File: src/rtl/loopback_pkg.sv
// ============================================================================
// Module      : loopback_pkg
// Description : Shared constants, baud-divider helper and FSM state types for
//               the serial loopback. Line levels selected by SERIAL_INVERT_EN.
// Revision    : 1.0 - initial release
// ============================================================================
`default_nettype none

package loopback_pkg;

    localparam int c_CLK_FREQ_HZ = 100_000_000;
    localparam int c_BAUD_RATE   = 9600;
    localparam int c_CNT_W       = 14;

`ifdef SERIAL_INVERT_EN
    // Board level path inverts the line: idle/stop low, start high.
    localparam logic c_IDLE_LVL  = 1'b0;
    localparam logic c_START_LVL = 1'b1;
`else
    localparam logic c_IDLE_LVL  = 1'b1;
    localparam logic c_START_LVL = 1'b0;
`endif

    // Cycles per bit, rounded to nearest.
    function automatic int baud_div(input int clk_hz, input int baud);
        return (clk_hz + baud / 2) / baud;
    endfunction

    typedef enum logic [1:0] {
        R_IDLE  = 2'd0,
        R_START = 2'd1,
        R_DATA  = 2'd2,
        R_STOP  = 2'd3
    } rx_state_t;

    typedef enum logic [1:0] {
        T_IDLE  = 2'd0,
        T_START = 2'd1,
        T_DATA  = 2'd2,
        T_STOP  = 2'd3
    } tx_state_t;

endpackage

`default_nettype wire

File: src/rtl/uart_rx.sv
// ============================================================================
// Module      : uart_rx
// Description : 8N1 UART receiver with 2-flop input synchronizer; pulses
//               o_valid for one cycle per good frame (SERIAL_INVERT_EN levels).
// Revision    : 1.0 - initial release
// ============================================================================
`default_nettype none

module uart_rx
    import loopback_pkg::*;
#(
    parameter int BAUD_DIV = 10417
) (
    input  logic       clk,
    input  logic       rst,
    input  logic       i_rx,
    output logic       o_valid,
    output logic [7:0] o_data
);

    localparam logic [c_CNT_W-1:0] c_BIT_LAST  = c_CNT_W'(BAUD_DIV - 1);
    localparam logic [c_CNT_W-1:0] c_HALF_LAST = c_CNT_W'(BAUD_DIV / 2 - 1);

    logic               r_sync1;
    logic               r_sync2;
    rx_state_t          r_state;
    rx_state_t          w_state_nxt;
    logic [c_CNT_W-1:0] r_cnt;
    logic [c_CNT_W-1:0] w_cnt_nxt;
    logic [2:0]         r_bit_idx;
    logic [7:0]         r_shift;
    logic               w_shift_en;
    logic               w_stop_ok;
    logic               r_valid;
    logic [7:0]         r_data;

    always_ff @(posedge clk or posedge rst) begin
        if (rst) begin
            r_sync1 <= c_IDLE_LVL;
            r_sync2 <= c_IDLE_LVL;
        end else begin
            r_sync1 <= i_rx;
            r_sync2 <= r_sync1;
        end
    end

    always_ff @(posedge clk or posedge rst) begin
        if (rst) begin
            r_state <= R_IDLE;
            r_cnt   <= '0;
        end else begin
            r_state <= w_state_nxt;
            r_cnt   <= w_cnt_nxt;
        end
    end

    always_comb begin
        w_state_nxt = r_state;
        w_cnt_nxt   = r_cnt + c_CNT_W'(1);
        w_shift_en  = 1'b0;
        w_stop_ok   = 1'b0;
        case (r_state)
            R_IDLE: begin
                w_cnt_nxt = '0;
                if (r_sync2 == c_START_LVL) w_state_nxt = R_START;
            end
            R_START: begin
                // Mid-start resample rejects glitches shorter than half a bit.
                if (r_cnt == c_HALF_LAST) begin
                    w_cnt_nxt   = '0;
                    w_state_nxt = (r_sync2 == c_IDLE_LVL) ? R_IDLE : R_DATA;
                end
            end
            R_DATA: begin
                if (r_cnt == c_BIT_LAST) begin
                    w_cnt_nxt  = '0;
                    w_shift_en = 1'b1;
                    if (r_bit_idx == 3'd7) w_state_nxt = R_STOP;
                end
            end
            R_STOP: begin
                if (r_cnt == c_BIT_LAST) begin
                    w_cnt_nxt   = '0;
                    w_stop_ok   = (r_sync2 == c_IDLE_LVL);
                    w_state_nxt = R_IDLE;
                end
            end
            default: begin
                w_cnt_nxt   = '0;
                w_state_nxt = R_IDLE;
            end
        endcase
    end

    always_ff @(posedge clk or posedge rst) begin
        if (rst) begin
            r_bit_idx <= '0;
            r_shift   <= '0;
            r_valid   <= 1'b0;
            r_data    <= '0;
        end else begin
            r_valid <= w_stop_ok;
            if (r_state == R_START) begin
                r_bit_idx <= '0;
            end else if (w_shift_en) begin
                r_shift   <= {r_sync2, r_shift[7:1]};
                r_bit_idx <= r_bit_idx + 3'd1;
            end
            if (w_stop_ok) r_data <= r_shift;
        end
    end

    assign o_valid = r_valid;
    assign o_data  = r_data;

endmodule

`default_nettype wire

File: src/rtl/loopback_top.sv
// ============================================================================
// Module      : loopback_top
// Description : Serial loopback: UART RX -> one-byte holding register -> UART
//               TX. Line polarity selected by SERIAL_INVERT_EN.
// Revision    : 1.0 - initial release
// ============================================================================
`default_nettype none

module loopback_top
    import loopback_pkg::*;
#(
    parameter int CLK_FREQ_HZ = c_CLK_FREQ_HZ,
    parameter int BAUD_RATE   = c_BAUD_RATE
) (
    input  logic USER_CLK,
    input  logic FPGA_CPU_RESET,
    input  logic FPGA_SERIAL_RX,
    output logic FPGA_SERIAL_TX
);

    localparam int                 c_BAUD_DIV = baud_div(CLK_FREQ_HZ, BAUD_RATE);
    localparam logic [c_CNT_W-1:0] c_BIT_LAST = c_CNT_W'(c_BAUD_DIV - 1);

    logic clk;
    logic rst;
    assign clk = USER_CLK;
    assign rst = FPGA_CPU_RESET;

    logic               w_rx_valid;
    logic [7:0]         w_rx_data;
    logic [7:0]         r_hold;
    logic               r_full;
    tx_state_t          r_tx_state;
    tx_state_t          w_tx_state_nxt;
    logic [c_CNT_W-1:0] r_tx_cnt;
    logic [c_CNT_W-1:0] w_tx_cnt_nxt;
    logic [2:0]         r_tx_bit_idx;
    logic [7:0]         r_tx_shift;
    logic               w_accept;
    logic               w_shift_en;
    logic               w_tx_lvl;
    logic               r_tx;

    uart_rx #(
        .BAUD_DIV (c_BAUD_DIV)
    ) u_rx (
        .clk     (clk),
        .rst     (rst),
        .i_rx    (FPGA_SERIAL_RX),
        .o_valid (w_rx_valid),
        .o_data  (w_rx_data)
    );

    always_ff @(posedge clk or posedge rst) begin
        if (rst) begin
            r_tx_state <= T_IDLE;
            r_tx_cnt   <= '0;
        end else begin
            r_tx_state <= w_tx_state_nxt;
            r_tx_cnt   <= w_tx_cnt_nxt;
        end
    end

    always_comb begin
        w_tx_state_nxt = r_tx_state;
        w_tx_cnt_nxt   = r_tx_cnt + c_CNT_W'(1);
        w_accept       = 1'b0;
        w_shift_en     = 1'b0;
        w_tx_lvl       = c_IDLE_LVL;
        case (r_tx_state)
            T_IDLE: begin
                w_tx_cnt_nxt = '0;
                if (r_full) begin
                    w_accept       = 1'b1;
                    w_tx_state_nxt = T_START;
                end
            end
            T_START: begin
                w_tx_lvl = c_START_LVL;
                if (r_tx_cnt == c_BIT_LAST) begin
                    w_tx_cnt_nxt   = '0;
                    w_tx_state_nxt = T_DATA;
                end
            end
            T_DATA: begin
                w_tx_lvl = r_tx_shift[0];
                if (r_tx_cnt == c_BIT_LAST) begin
                    w_tx_cnt_nxt = '0;
                    w_shift_en   = 1'b1;
                    if (r_tx_bit_idx == 3'd7) w_tx_state_nxt = T_STOP;
                end
            end
            T_STOP: begin
                if (r_tx_cnt == c_BIT_LAST) begin
                    w_tx_cnt_nxt   = '0;
                    w_tx_state_nxt = T_IDLE;
                end
            end
            default: begin
                w_tx_cnt_nxt   = '0;
                w_tx_state_nxt = T_IDLE;
            end
        endcase
    end

    // A byte arriving while the register is still full is dropped; a byte
    // arriving in the very cycle the TX takes the held one still lands.
    always_ff @(posedge clk or posedge rst) begin
        if (rst) begin
            r_hold <= '0;
            r_full <= 1'b0;
        end else if (w_rx_valid && (!r_full || w_accept)) begin
            r_hold <= w_rx_data;
            r_full <= 1'b1;
        end else if (w_accept) begin
            r_full <= 1'b0;
        end
    end

    always_ff @(posedge clk or posedge rst) begin
        if (rst) begin
            r_tx_shift   <= '0;
            r_tx_bit_idx <= '0;
            r_tx         <= c_IDLE_LVL;
        end else begin
            r_tx <= w_tx_lvl;
            if (w_accept) begin
                r_tx_shift   <= r_hold;
                r_tx_bit_idx <= '0;
            end else if (w_shift_en) begin
                r_tx_shift   <= {1'b0, r_tx_shift[7:1]};
                r_tx_bit_idx <= r_tx_bit_idx + 3'd1;
            end
        end
    end

    assign FPGA_SERIAL_TX = r_tx;

endmodule

`default_nettype wire

File: config.mk
export PLATFORM = sky130hd
export DESIGN_NAME = loopback_top
export DESIGN_NICKNAME = d
export VERILOG_FILES = /design/src/rtl/loopback_pkg.sv /design/src/rtl/uart_rx.sv /design/src/rtl/loopback_top.sv
export SDC_FILE = /design/constraint.sdc
export NUM_CORES = 1
export LEC_CHECK = 0
export ABC_AREA = 1
export CORE_ASPECT_RATIO = 1.2
export CORE_MARGIN = 2
export CORE_UTILIZATION = 37
export CTS_CLUSTER_DIAMETER = 200
export DETAILED_ROUTE_END_ITERATION = 10
export REMOVE_ABC_BUFFERS = 1
export SKIP_LAST_GASP = 1
export SLEW_MARGIN = 20
export SYNTH_ARGS = -nofsm -noshare
export SYNTH_HDL_FRONTEND = slang
export SYNTH_SLANG_ARGS = --single-unit
File: constraint.sdc
create_clock -name USER_CLK -period 3.3 [get_ports USER_CLK]
set_clock_uncertainty 0.15 [all_clocks]
set_input_delay 0.33 -clock USER_CLK [delete_from_list [all_inputs] [get_ports USER_CLK]]
set_output_delay 0.33 -clock USER_CLK [all_outputs]
set_load 0.02 [all_outputs]
==> results of run 1 <==
## cells in the final DEF (no fill, tap or decap), types with 11 or more instances in the layout
cell / instances
nor3_1: 11
inv_1: 55
a21oi_1: 12
dfrtp_1: 72
nor2_1: 41
nand2_1: 111
ha_1: 13
nand3_1: 36
## report_power, final
part | internal, mW | switching [mW]
registers | 0.922 | 0.00111
logic | 0.00483 | 0.0180
clock network | 0.585 | 0.368
## layout make-up
type	instances	area, µm²
fill	913	5460
sequential	75	1880
multi-input combinational	294	1540
inverter	61	230
clock buffer	10	229
tap	123	154
clock inverter	6	63.8
timing repair buffer	4	50.0
## final timing paths
path                                           start  cells after the start                   endpoint
min in group asynchronous             FPGA_CPU_RESET                      3  r_tx_shift[0]$_DFFE_PP0P_
max reg2reg                r_tx_state[0]$_DFFE_PP0P_                      8  r_tx_shift[1]$_DFFE_PP0P_
max in group asynchronous             FPGA_CPU_RESET                      3     u_rx.r_sync1$_DFF_PP1_
max                        r_tx_state[0]$_DFFE_PP0P_                      8  r_tx_shift[1]$_DFFE_PP0P_
min reg2reg                   u_rx.r_sync1$_DFF_PP1_                      0     u_rx.r_sync2$_DFF_PP1_
min                           u_rx.r_sync1$_DFF_PP1_                      0     u_rx.r_sync2$_DFF_PP1_
## Yosys cell counts (5+ instances only)
master and count:
nand2_1 111, dfrtp_1 72, inv_1 56, nor2_1 41, nand3_1 36, ha_1 13
a21oi_1 12, nor3_1 11, nor2_2 9, o21ai_0 9, o21ai_1 8, mux2_2 7
o21ai_2 7, nand4_1 5
## metal layers
layer / GRT usage, % / vias up / wire, µm / part of all wire, %
met5: 0 / - / 0 / 0
met4: 6.86 / 0 / 142 / 2.3
met3: 2.18 / 12 / 168 / 2.7
met2: 20.9 / 32 / 2920 / 47
met1: 16.9 / 1260 / 2960 / 48
li1: - / 1409 / - / -
## registers in the layout (all words and copies together), names as in the netlist, named ones only
signal          flops
u_rx.r_cnt         14
r_tx_cnt           14
r_tx_bit_idx        3
u_rx.r_shift        8
u_rx.o_data         8
u_rx.r_bit_idx      3
u_rx.r_sync2        1
r_tx_shift          8
u_rx.r_sync1        1
r_full              1
FPGA_SERIAL_TX      1
r_tx_state          2
u_rx.r_state        1
r_hold              8
u_rx.o_valid        1
## logic make-up after synthesis
kind of cell	after synthesis	share of synthesized area (%)
simple gates	229	27.7
flops	75	50.9
buf+inv	66	7.38
compound gates	40	6.33
fa+ha+maj	13	4.40
mux	7	2.13
xor+xnor	5	1.18
## stage by stage
step	total power, mW	cells
2_1_floorplan	0.953	430
4_1_cts	1.93	573
3_5_place_dp	0.964	557
3_3_place_gp	0.964	557
6_report	1.90	573
5_1_grt	1.97	573
## worst max-delay path: stages, from the launching register on
cell	delay [ns]
dfrtp_1	0.41
inv_1	0.10
ha_1	0.23
nand2_1	0.52
inv_1	0.30
nand2_1	0.13
nand2_1	0.05
nand2_1	0.06
nand2_1	0.05
==> impl_metrics.tcl, run 1 <==
set metrics [dict create \
    vias 2713 \
    finalSetupViolations 0 \
    ys_ff_latch 75 \
    grt_max_degree 76 \
    dieArea_um2 10800 \
    cts.sinks 75 \
    antenna_found_initial 0 \
    dominantRegCellSynth "dfrtp_1" \
    finalCritPeriodShare_pct 64.2 \
    synth_top_area_share_pct 48.7 \
    postCtsSetupBuffers 0 \
    yosysUniqueCellTypes 37 \
    via_per_inst 4.73 \
    drc 0 \
    clockRootBuffer "clkbuf_16" \
    synth-seq-area-share_pct 50.9 \
    maxSlewHeadroom_pct 54.4 \
    cts_tree "yes" \
    htree_num_levels 3 \
    postSynth.asyncResetShare_pct 100 \
    finalHoldViolCount 0 \
    drive_above_1_share_pct 12.7 \
    die_w_um 95.2 \
    n_antenna_cell 0 \
    fin_nets 461 \
    num_rows 39 \
    ios 4 \
    drt_wl_total_um 6180 \
    cts_resized 0 \
    drv_cap 0 \
    routabilityCongestion 0.839 \
    rrSetupSlack_ns 1.18 \
    fmax_mhz 472 \
    outcome "completed" \
    clock_latency_ns 0.33 \
    ir_drop_mv 0.228 \
    final_area_um2 4150 \
    grt_pass1_wl_um 11200 \
    die_y_um 113 \
    drt_pass1_iterations 4 \
    numCtsBuffers 9 \
    drt_iter0_markers 95 \
    endpoint_kind "flop" \
    crit_path_max_fanout 23 \
    core_area_um2 9610 \
    dpl.hpwl_um 4250 \
    p_leak_nw 2.01 \
    worstMarginPinSlew_ns 0.683 \
    yosys-top-cells-area "dfrtp_1 (49%), nand2_1 (11%), inv_1 (5.7%)" \
    wire_per_inst_um 10.8 \
    setup_tns_ns 0 \
    synthesis.area_um2 3700 \
    whs_ns 0.204 \
    min_path_type "reg2reg" \
    placed_area_um2 3860 \
    grt_overflow 0 \
    rsz0062_at_grt "false" \
    power_per_cell_area_nw_per_um2 458 \
    slew_viol_final 0 \
    synthCells 435 \
    timing.final.ws_setup_ns 1.18 \
    syn_avg_cell_area_um2 8.50 \
    period_needed_ns 2.12 \
    start_util_pct 38.4 \
    clockBufferDepth 2 \
    syn_to_final_growth_pct 12.3 \
    antenna_left 0 \
    grt_use_total_pct 13.1 \
    portBuffers 3 \
    required_ns 3.37 \
    synth_edf_count 0 \
    clk_pin_slew_worst_paths_ns 0.06 \
    yosys_warnings 0 \
    timing_worst_setup_path_type "reg2reg" \
    startpoint_type "flop" \
    pre_cts_slack_ns 1.20 \
    postLayoutCoreUtil_pct 43.2 \
    cts_hold_buf 0 \
    critPathArrivalTime_ns 2.18 \
    grt_pass1_vias 2621 \
    yosys.area.top_type "dfrtp_1" \
]
Note: power is estimated with default switching activity, not from simulation.
==> run 2, diff against run 1 <==
clock period = 2.1 ns   (was 3.3 ns; I/O delays follow)
==> run 2 against run 1 <==
  * Final cell count rose by 0.35%
  * Critical path depth increased by 3
  * Global-route usage rose by 0.61 points
  * Flip-flop and latch count is the same
  * Utilization rose by 0.60 points
==> impl_metrics.tcl, run 2 (synthesized netlist as in run 1, its figures left out) <==
set metrics [dict create \
    fin_cells 575 \
    timing_worst_setup_path_type "reg2reg" \
    worstMarginPinSlew_ns 0.398 \
    syn_to_final_growth_pct 13.8 \
    core_area_um2 9610 \
    via_per_inst 4.77 \
    cts_resized 0 \
    antenna_left 0 \
    outcome "completed" \
    cts_tree "yes" \
    power_mw 3.20 \
    wl_met2_um 3090 \
    fmax_mhz 543 \
    drc 0 \
    clk_pin_slew_worst_paths_ns 0.07 \
    startpoint_type "flop" \
    rsz0062_at_grt "false" \
    ir_drop_mv 0.349 \
    grt_pass1_vias 2664 \
    final_common_cell "nand2_1" \
    fin_nets 463 \
    drv_cap 0 \
    min_path_type "in2async" \
    dpl.hpwl_um 4410 \
    drive_above_1_share_pct 13.3 \
    num_rows 39 \
    cts.sinks 75 \
    start_util_pct 38.4 \
    m1WireLength_um 3110 \
    setup_tns_ns 0 \
    wire_per_inst_um 11.2 \
    numCtsBuffers 9 \
    cts_hold_buf 0 \
    final_area_um2 4210 \
    antenna_found_initial 0 \
    dp_cells 559 \
    p_leak_nw 2.04 \
    power_per_cell_area_nw_per_um2 760 \
    required_ns 2.16 \
    vias 2744 \
    clock_latency_ns 0.33 \
    placed_area_um2 3870 \
    clockBufferDepth 2 \
    routed-wl-met3_um 158 \
    endpoint_kind "flop" \
    drt_pass1_iterations 4 \
    ios 4 \
    grt_use_total_pct 13.7 \
    grt_pass1_wl_um 11800 \
    grt_overflow 0 \
    critPathArrivalTime_ns 1.90 \
    finalSetupViolations 0 \
    dieArea_um2 10800 \
    period_needed_ns 1.84 \
    finalHoldViolCount 0 \
    routabilityCongestion 0.843 \
    drt_wl_total_um 6470 \
    postCtsSetupBuffers 0 \
    postLayoutCoreUtil_pct 43.8 \
    die_w_um 95.2 \
    slew_viol_final 0 \
    grt_max_degree 76 \
    drt_iter0_markers 141 \
    die_y_um 113 \
    top_regs "r_tx_cnt x14, u_rx.r_cnt x14" \
    portBuffers 3 \
    top_layer "met4" \
    n_fill_cell 940 \
    maxSlewHeadroom_pct 73.2 \
    clockRootBuffer "clkbuf_16" \
    crit_path_max_fanout 16 \
    finalCritPeriodShare_pct 87.7 \
    n_antenna_cell 0 \
    mostFrequentLayoutCells "nand2_1 (111), dfrtp_1 (72), inv_1 (55), nor2_1 (41), nand3_1 (36)" \
    htree_num_levels 3 \
]
run 2: cell count changes in the layout (fill, tap and decap cells not counted):
cell        previous run  this run
bufinv_16              1         2
inv_8                  0         1
clkinv_4               0         1
clkbuf_1               1         0
buf_4                  0         2
clkinv_2               3         1
clkinvlp_4             2         1
clkbuf_8               0         1
run 2: critical path, stage by stage (launching register included):
cell      delay, ns
dfrtp_1        0.41
inv_1          0.07
ha_1           0.15
nand2_1        0.05
inv_1          0.05
nand2_1        0.05
nor2_2         0.11
nand2_2        0.08
clkinv_2       0.10
nand4_4        0.25
nand2_1        0.18
o21ai_2        0.06
run 2: final cells by class:
class                   instances  area, µm²  area share, %
flip-flops and latches         75       1880           44.7
multi-input cells             294       1540           36.7
clock buffers                  10        239           5.68
inverters                      61        230           5.47
well taps                     123        154           3.66
clock inverters                 6       96.3           2.29
repair buffers                  6       65.1           1.55
run 2: through the flow:
stage | hold WS, ns | worst slack, ns
finish | 0.116 | 0.257
global route | 0.138 | 0.0620
CTS | 0.136 | 0.237
detailed placement | 0.197 | 0.285
global placement | 0.196 | 0.284
floorplan | 0.0645 | -0.165
run 2: final timing paths:
check,startpoint,end,slack [ns],cells past startpoint
max reg2reg,u_rx.r_cnt[0]$_DFF_PP0_,u_rx.o_data[6]$_DFFE_PP0P_,0.26,11
max,u_rx.r_cnt[0]$_DFF_PP0_,u_rx.o_data[6]$_DFFE_PP0P_,0.26,11
min,FPGA_CPU_RESET,r_tx_cnt[10]$_DFF_PP0_,0.12,3
max in group asynchronous,FPGA_CPU_RESET,u_rx.r_sync2$_DFF_PP1_,1.30,3
min in group USER_CLK,FPGA_SERIAL_RX,u_rx.r_sync1$_DFF_PP1_,0.14,1
min reg2reg,u_rx.r_sync1$_DFF_PP1_,u_rx.r_sync2$_DFF_PP1_,0.20,0
run 2: per-layer routing:
layer / vias up / track usage (%)
met1: 1296 / 18.0
met2: 26 / 21.8
met5: - / 0
met3: 11 / 3.04
li1: 1411 / -
met4: 0 / 5.22
run 2: report_power, final:
| group | switching, mW | internal (mW) |
|---|---|---|
| Clock | 0.623 | 1.09 |
| Combinational | 0.0280 | 0.00760 |
| Sequential | 0.00178 | 1.45 |
| Total | 0.653 | 2.54 |
==> run 3, diff against run 2 <==
CTS_BUF_LIST = sky130_fd_sc_hd__clkbuf_4 sky130_fd_sc_hd__clkbuf_8   (was unset)
CTS_CLUSTER_SIZE = 28   (was unset)
==> run 3 against run 2 <==
  * Utilization decreased by 1.1 points
  * Non-clock buffer count unchanged
  * Die area unchanged
  * Register-to-register slack improved by 0.02 ns
  * Fmax increased by 1.2%
  * Critical path depth unchanged
  * Sequential power about the same
  * Via count decreased by 0.84%
  * Worst setup slack improved by 0.023 ns
  * Final cell count unchanged
  * Combinational power about the same
  * Hold slack got worse by 0.036 ns
  * Largest power group is now registers
==> impl_metrics.tcl, run 3 (synthesized netlist as in run 1, its figures left out) <==
set metrics [dict create \
    outcome "completed" \
    n_antenna_cell 0 \
    grt_max_degree 76 \
    numCtsBuffers 9 \
    clockBufferDepth 2 \
    fmax_mhz 549 \
    antenna_left 0 \
    vias 2721 \
    drv_cap 0 \
    cp_slowest_cell "dfrtp_1" \
    core_area_um2 9610 \
    postCtsSetupBuffers 0 \
    setup_tns_ns 0 \
    crit_path_max_fanout 16 \
    min_path_type "in2async" \
    startpoint_type "flop" \
    worst_path_most_repeated_cell "nand2_1" \
    mostFrequentLayoutCells "nand2_1 (111), dfrtp_1 (72), inv_1 (55), nor2_1 (41), nand3_1 (36)" \
    rrSetupSlack_ns 0.28 \
    cts_resized 0 \
    drt_pass1_iterations 4 \
    antenna_found_initial 0 \
    postLayoutCoreUtil_pct 42.7 \
    grt_use_total_pct 13.6 \
    grt_overflow 0 \
    critPathArrivalTime_ns 1.91 \
    crit_family "simple AND/OR/NAND/NOR gates" \
    via_per_inst 4.73 \
    timing_worst_setup_path_type "reg2reg" \
    fin_nets 463 \
    cts_tree "yes" \
    finalSetupViolations 0 \
    critical_path_buf_inv_count 3 \
    num_rows 39 \
    top_regs "r_tx_cnt x14, u_rx.r_cnt x14" \
    wire_per_inst_um 11.1 \
    portBuffers 3 \
    syn_to_final_growth_pct 11.1 \
    power_mw 2.78 \
    slew_viol_final 0 \
    path_cells "inv_1, ha_1, nand2_1, inv_1, nand2_1, nor2_2, nand2_2, clkinv_2, nand4_4, nand2_1, o21ai_2" \
    dpl.hpwl_um 4410 \
    comb_power_share_pct 1.3 \
    required_ns 2.19 \
    drive_above_1_share_pct 13.3 \
    ir_drop_mv 0.340 \
    maxSlewHeadroom_pct 73.2 \
    cts.sinks 75 \
    drc 0 \
    pwr-share-seq_pct 52.1 \
    routabilityCongestion 0.843 \
    power_per_cell_area_nw_per_um2 677 \
    ios 4 \
    start_util_pct 38.4 \
    rsz0062_at_grt "false" \
    final_common_cell "nand2_1" \
    drt_iter0_markers 151 \
    pwr-share-clk_pct 46.6 \
    timing.final.ws_setup_ns 0.280 \
    htree_num_levels 3 \
    die_y_um 113 \
    slowest_delay_ns 0.41 \
    clockRootBuffer "clkbuf_8" \
    finalCritPeriodShare_pct 86.7 \
    worstMarginPinSlew_ns 0.398 \
    clock_latency_ns 0.36 \
    pre_cts_slack_ns 0.285 \
    finalHoldViolCount 0 \
    dieArea_um2 10800 \
    drt_wl_total_um 6360 \
    grt_pass1_vias 2647 \
    grt_pass1_wl_um 11700 \
    swShare_pct 21.9 \
    intPower_mw 2.17 \
    switchingPower_uw 609 \
    period_needed_ns 1.82 \
    endpoint_kind "flop" \
    clk_pin_slew_worst_paths_ns 0.09 \
    cts_hold_buf 0 \
    p_leak_nw 1.99 \
    die_w_um 95.2 \
]
-- run 3: power groups by stage --
stage          logic [mW]  clock network (mW)  registers (mW)
2_1_floorplan      0.0214                   0            1.48
3_3_place_gp       0.0392                   0            1.48
3_5_place_dp       0.0388                   0            1.48
4_1_cts            0.0390                1.33            1.45
5_1_grt            0.0428                1.40            1.45
6_report           0.0359                1.29            1.45
-- run 3: layer usage --
| metal | global-route usage, % | up-vias | part of all wire, % |
|---|---|---|---|
| li1 | - | 1407 | - |
| met1 | 17.8 | 1276 | 49 |
| met2 | 21.4 | 27 | 47 |
| met3 | 2.64 | 11 | 2.5 |
| met4 | 6.67 | 0 | 2.2 |
| met5 | 0 | - | 0 |
-- run 3: area by class of cell --
class                   instances  area [µm²]
inverters                      61         230
clock inverters                 6        96.3
repair buffers                  6        65.1
well taps                     123         154
fillers                       944        5510
multi-input cells             294        1540
flip-flops and latches         75        1880
clock buffers                  10         138
-- run 3: final timing paths --
kind | from | endpoint | cells after the start
min in group USER_CLK | FPGA_SERIAL_RX | u_rx.r_sync1$_DFF_PP1_ | 1
hold / removal | FPGA_CPU_RESET | r_tx_cnt[10]$_DFF_PP0_ | 3
setup / recovery | u_rx.r_cnt[0]$_DFF_PP0_ | u_rx.o_data[6]$_DFFE_PP0P_ | 11
max in group asynchronous | FPGA_CPU_RESET | u_rx.r_sync1$_DFF_PP1_ | 3
setup reg to reg | u_rx.r_cnt[0]$_DFF_PP0_ | u_rx.o_data[6]$_DFFE_PP0P_ | 11
hold reg to reg | u_rx.r_sync1$_DFF_PP1_ | u_rx.r_sync2$_DFF_PP1_ | 0
-- run 3: tightest hold or removal path, stage by stage --
cell,delay [ns]
clkdlybuf4s50_1,0.41
inv_2,0.07
buf_12,0.31
-- run 3: stage by stage --
stage | hold WS, ns | area (µm²) | instances
floorplan | 0.0645 | 3650 | 430
global placement | 0.196 | 3870 | 559
detailed placement | 0.197 | 3870 | 559
CTS | 0.105 | 4110 | 575
global route | 0.109 | 4110 | 575
finish | 0.0801 | 4110 | 575
